File: src/rtl/inst_queue.sv
// +--------------------------------------------------------------------------+
// | inst_queue : fetch->decode instruction prefetch queue ({pc, inst})       |
// | Optional zero-latency pass-through when INST_QUEUE_BYPASS_EN is defined. |
// | Rev 1.0                                                                  |
// +--------------------------------------------------------------------------+
`default_nettype none

module inst_queue #(
  parameter int DEPTH = 4
) (
  input  logic                       clk,
  input  logic                       reset,
  input  logic                       IF_over,
  input  logic [63:0]                IF_ID_bus,
  output logic                       IF_allow_in,
  input  logic                       ID_allow_in,
  output logic                       ID_valid,
  output logic [63:0]                ID_bus,
  input  logic                       flush,
  output logic [$clog2(DEPTH):0]     count,
  output logic                       overflow
);

  localparam int c_AW = $clog2(DEPTH);
  localparam int c_CW = c_AW + 1;
  localparam logic [c_CW-1:0] c_FULL = c_CW'(DEPTH);

  logic [63:0]     r_mem [DEPTH];
  logic [c_AW-1:0] r_wp;
  logic [c_AW-1:0] r_rp;
  logic [c_CW-1:0] r_count;
  logic            r_overflow;

  logic w_full;
  logic w_empty;
  logic w_bypass;
  logic w_consumed;
  logic w_push;
  logic w_pop;

  assign w_full  = (r_count == c_FULL);
  assign w_empty = (r_count == '0);

`ifdef INST_QUEUE_BYPASS_EN
  // Empty queue with a fresh fetch: present it to decode straight away.
  assign w_bypass   = w_empty && IF_over && !flush;
  assign w_consumed = w_bypass && ID_allow_in;
  assign ID_bus     = w_empty ? IF_ID_bus : r_mem[r_rp];
`else
  assign w_bypass   = 1'b0;
  assign w_consumed = 1'b0;
  assign ID_bus     = r_mem[r_rp];
`endif

  assign ID_valid    = !w_empty || w_bypass;
  assign IF_allow_in = !w_full;
  assign count       = r_count;
  assign overflow    = r_overflow;

  // An entry taken by decode through the bypass never lands in storage.
  assign w_push = IF_over && !w_full && !flush && !w_consumed;
  assign w_pop  = ID_allow_in && !w_empty && !flush;

  always_ff @(posedge clk) begin
    if (w_push && !reset) begin
      r_mem[r_wp] <= IF_ID_bus;
    end
  end

  always_ff @(posedge clk) begin
    if (reset) begin
      r_wp       <= '0;
      r_rp       <= '0;
      r_count    <= '0;
      r_overflow <= 1'b0;
    end else if (flush) begin
      r_wp    <= '0;
      r_rp    <= '0;
      r_count <= '0;
    end else begin
      if (w_push) begin
        r_wp <= r_wp + 1'b1;
      end
      if (w_pop) begin
        r_rp <= r_rp + 1'b1;
      end
      if (w_push && !w_pop) begin
        r_count <= r_count + 1'b1;
      end else if (w_pop && !w_push) begin
        r_count <= r_count - 1'b1;
      end
      if (IF_over && w_full) begin
        r_overflow <= 1'b1;
      end
    end
  end

endmodule

`default_nettype wire

File: config.mk
export PLATFORM = sky130hd
export DESIGN_NAME = inst_queue
export DESIGN_NICKNAME = d
export VERILOG_FILES = /design/src/rtl/inst_queue.sv
export SDC_FILE = /design/constraint.sdc
export NUM_CORES = 1
export LEC_CHECK = 0
export CAP_MARGIN = 40
export CORE_MARGIN = 8
export CORE_UTILIZATION = 53
export CTS_BUF_LIST = sky130_fd_sc_hd__clkbuf_16
export DETAILED_ROUTE_END_ITERATION = 8
export PLACE_DENSITY = 0.78
export SYNTH_ARGS = -nofsm -noshare
export SYNTH_HDL_FRONTEND = slang
export SYNTH_SLANG_ARGS = --single-unit
File: constraint.sdc
create_clock -name clk -period 4 [get_ports clk]
set_clock_uncertainty 0.05 [all_clocks]
set_input_delay 0.8 -clock clk [delete_from_list [all_inputs] [get_ports clk]]
set_output_delay 0.8 -clock clk [all_outputs]
set_load 0.02 [all_outputs]
[After elaboration in Yosys (flattened, before gate mapping)]
Memories as Yosys holds them, arrays and structs flattened. A register that Yosys moved wholly into a read port is not among the register bits.
Cells that the tools add are included.
W data, S select, Z words.
Storage, ports and cells
  memories kept: 1
  flip-flop bits (word level): 8
  word-level logic and storage cells: 35
  memory bits (writable): 256
Memory list
  r_mem: depth 4, width 64, rd ports 1, clocked after memory_dff 1, write ports 1, line 28  | logic [63:0] r_mem [DEPTH];
Operators by class
  equality and inequality tests: 1
  multiplexer cells: 6
  bitwise logic cells: 1
  add/subtract/negate cells: 4
  reduce and logical (&&, ||, !) cells: 18
Operators with widths (number)
  $logic_and A1 B1 Y1: 8
  $logic_not A1 Y1: 6
  $mux W3: 2
  $add A2 B1 Y2 const B: 2
  $mux W2: 2
  $add A3 B1 Y3 const B: 1
  $eq A3 B3 Y1 const B: 1
  $logic_not A3 Y1: 1
  $sub A3 B1 Y3 const B: 1
  $mux W1: 2
  $reduce_and A2 Y1: 1
  $reduce_bool A2 Y1: 1
  $reduce_or A2 Y1: 1
  $not A1 Y1: 1

[Logic depth before layout (Yosys ltp)]
  word-level depth: 8
  mapped depth: 9
  depth with buffers taken out: 9

[Least setup slack after synthesis]
Ideal clock, no wire load.
  path kind: input -> register
  start point: input flush
  end point: memory r_mem[0][0], enable pin
  slack: 792 ps
  library setup time: 429 ps
  arrival: 2729 ps
  stages on the path: 3
  path buffers: 0
  data required time: 3521 ps
  cells stage by stage: nand2b_1 > nor3_1 > and2_1
On the way
  word-level cells in the longest chain between the ends: 5
RTL lines
  from (decl): line 19  | input logic flush,
  $logic_not A1 Y1: line 61  | assign w_push = IF_over && !w_full && !flush && !w_consumed;
  $logic_and A1 B1 Y1: line 61
  $logic_and A1 B1 Y1: line 65  | if (w_push && !reset) begin
  $mux W1: line 65
  $mux W1 (not written as such): line 66  | r_mem[r_wp] <= IF_ID_bus;
  to (decl): line 28
No other way between the ends.

==> results.json <==
{
  "io_pins": 139,
  "wirelength_um": 18800,
  "drv_cap": 0,
  "end_kind": "output port",
  "nets": 632,
  "vias": 4529,
  "syn_area_per_cell_um2": 25.1,
  "status": "complete, no violations",
  "fin_total_pwr_w": 0.00558,
  "hold_viol": 0,
  "r2r_cells": 9,
  "crit_path_start_kind": "flop",
  "post_cts_buffers": 0,
  "antenna_cells": 0,
  "place_hpwl_um": 12200,
  "via_per_inst": 5.58,
  "cpMaxStageDelayCell": "dfxtp_4",
  "clk_latency_ns": 0.51,
  "synth-seq-area-share_pct": 80.1,
  "min_period_ns": 3.51,
  "die_h_um": 152,
  "setup_tns_ns": 0,
  "port_buffers": 138,
  "relSlewSlack_pct": 55.4,
  "net-switching-power_w": 0.00108,
  "postCtsHoldBufs": 0,
  "async_reset_ff_share_pct": 0,
  "drt_iter0_drc": 296,
  "synth.net_count": 467,
  "drc": 0,
  "firstDrtPassIters": 5,
  "clkPwrFrac_pct": 39.6,
  "gp_congestion": 0.769,
  "p_leak_nw": 3.94,
  "vdd_ir_drop_max_v": 0.000245,
  "yosysWarningCount": 0,
  "power.density_mw_per_mm2": 454,
  "clock-sinks": 266,
  "cts_buffers": 26,
  "cts_tree": "built",
  "ys.flop_type": "edfxtp_1",
  "synth-seq-cells": 266,
  "initial_core_util_pct": 53.3,
  "cts_resized": 0,
  "post_route_cells_drive_above_1_share_pct": 19.9,
  "grt_pass1_vias": 4950,
  "worstSetupPathType": "flop to output port",
  "rows": 50,
  "p_seq_share_pct": 55.4,
  "drv_slew": 0,
  "syn_area_mm2": 0.00984,
  "switching_share_pct": 19.3,
  "max_stage_delay_ns": 0.66,
  "syn_to_final_growth_pct": 24.9,
  "path_cells": "buf_4, mux4_1, clkdlybuf4s50_1",
  "root_buffer": "clkbuf_16",
  "tightest_slew_ns": 0.669,
  "synth_edf_count": 256,
  "synthCells": 392,
  "dieWidth_um": 152,
  "pwr-share-comb_pct": 4.9,
  "final_cell_mix": "edfxtp_1 (256), clkdlybuf4s50_1 (138), mux4_2 (60)",
  "clk_pin_slew_ns": 0.06,
  "clock.fmax_mhz": 285,
  "die_area_mm2": 0.0232,
  "mostFrequentLayoutCell": "edfxtp_1",
  "grt_pass1_wl_um": 28600,
  "critPathRequiredTime_ns": 3.15,
  "grt-ovfl-total": 0,
  "rsz0062_at_grt": "no",
  "fin_crit_sh_pct": 87.6,
  "grt_max_degree": 43,
  "grt_antenna_before_repair": 2,
  "worstPathArrival_ns": 2.66,
  "final_antenna_net_count": 0,
  "htreeDepth": 1,
  "min_path_type": "flop to flop",
  "post_drt_wl_per_cell_um": 23.2,
  "hold_depth": 2,
  "core_mm2": 0.0185,
  "ctsLongestPathBuffers": 3,
  "synth_cell_types": 28,
  "crit_fanout": 24,
  "setup_viol": 0,
  "grt_usage_pct": 15.9,
  "p_int_w": 0.00450
}
## power by group through the flow
stage                     Sequential [W]  Clock, W  Combinational [W]
final                            0.00309   0.00221           0.000275
after global routing             0.00309   0.00236           0.000293
after CTS                        0.00309   0.00225           0.000279
after detailed placement         0.00315         0           0.000277
after global placement           0.00315         0           0.000270
after floorplan                  0.00315         0           0.000107
## worst max-delay path, delay by kind of cell, from the launching register on
kind	cells	cell delay (ns)
buffers and inverters	2	0.89
DFF	1	0.66
muxes	1	0.59
## stage by stage
stage | setup WS (ns) | cell area [um^2] | hold slack [ns] | utilization [%] | instances
global route | 0.340 | 12300 | 0.485 | 66.6 | 811
finish | 0.495 | 12300 | 0.438 | 66.6 | 811
CTS | 0.434 | 12300 | 0.442 | 66.6 | 811
global placement | 0.905 | 11500 | 0.419 | 62.4 | 763
detailed placement | 0.779 | 11500 | 0.424 | 62.4 | 763
floorplan | 0.792 | 9840 | 0.409 | - | 392
## routing by layer
| metal | part of all wire [%] | vias to the layer above | wire (um) | GRT usage [%] |
|---|---|---|---|---|
| li1 | - | 1994 | - | - |
| met1 | 40 | 2335 | 7500 | 20.5 |
| met2 | 50 | 167 | 9370 | 26.1 |
| met3 | 8.5 | 29 | 1600 | 5.13 |
| met4 | 1.6 | 4 | 305 | 3.76 |
| met5 | 0.14 | - | 27 | 0 |
## synthesized netlist by cell type, types with 2 or more instances
| library cell | n | area share, % |
|---|---|---|
| buf_12 | 6 | 1.2 |
| edfxtp_1 | 256 | 78 |
| and2_1 | 4 | 0.25 |
| inv_1 | 5 | 0.19 |
| a21oi_1 | 4 | 0.20 |
| mux2i_1 | 3 | 0.31 |
| ha_1 | 5 | 0.64 |
| mux4_2 | 60 | 14 |
| o21ai_0 | 3 | 0.15 |
| nand3b_1 | 2 | 0.15 |
| nor3_1 | 2 | 0.10 |
| dfxtp_1 | 10 | 2.0 |
| xor2_1 | 2 | 0.18 |
| nor2_1 | 5 | 0.19 |
| buf_2 | 6 | 0.31 |
| or3_1 | 4 | 0.25 |
| mux4_1 | 4 | 1.1 |
## area by class of cell
type | instances | area, um^2
inverters | 5 | 18.8
multi-input cells | 106 | 1780
flip-flops and latches | 266 | 7900
clock buffers | 27 | 676
fillers | 1132 | 6160
well taps | 234 | 293
clock inverters | 21 | 111
repair buffers | 152 | 1520
## registers in the layout (all words and copies together) (netlist names), named ones only
| name | flops |
|---|---|
| r_mem | 256 |
| count | 3 |
| r_rp | 2 |
| r_wp | 2 |
| overflow | 1 |
## final timing paths
kind                                from         end  slack (ns)
worst max-delay path                flop  ID_bus[57]        0.49
worst min-delay path            overflow    overflow        0.44
worst max register to register  count[1]    count[2]        1.59
worst min register to register  overflow    overflow        0.44
## logic make-up (layout without fill, tap and decap cells)
group,Yosys count,after routing,share of synthesized area (%)
compound gates,8,8,0.432
xor+xnor,2,2,0.178
fa+ha+maj,6,6,0.839
buf+inv,20,205,1.92
flops,266,266,80.1
mux,67,67,15.1
simple gates,23,23,1.40
(Power assumes the default switching activity.)
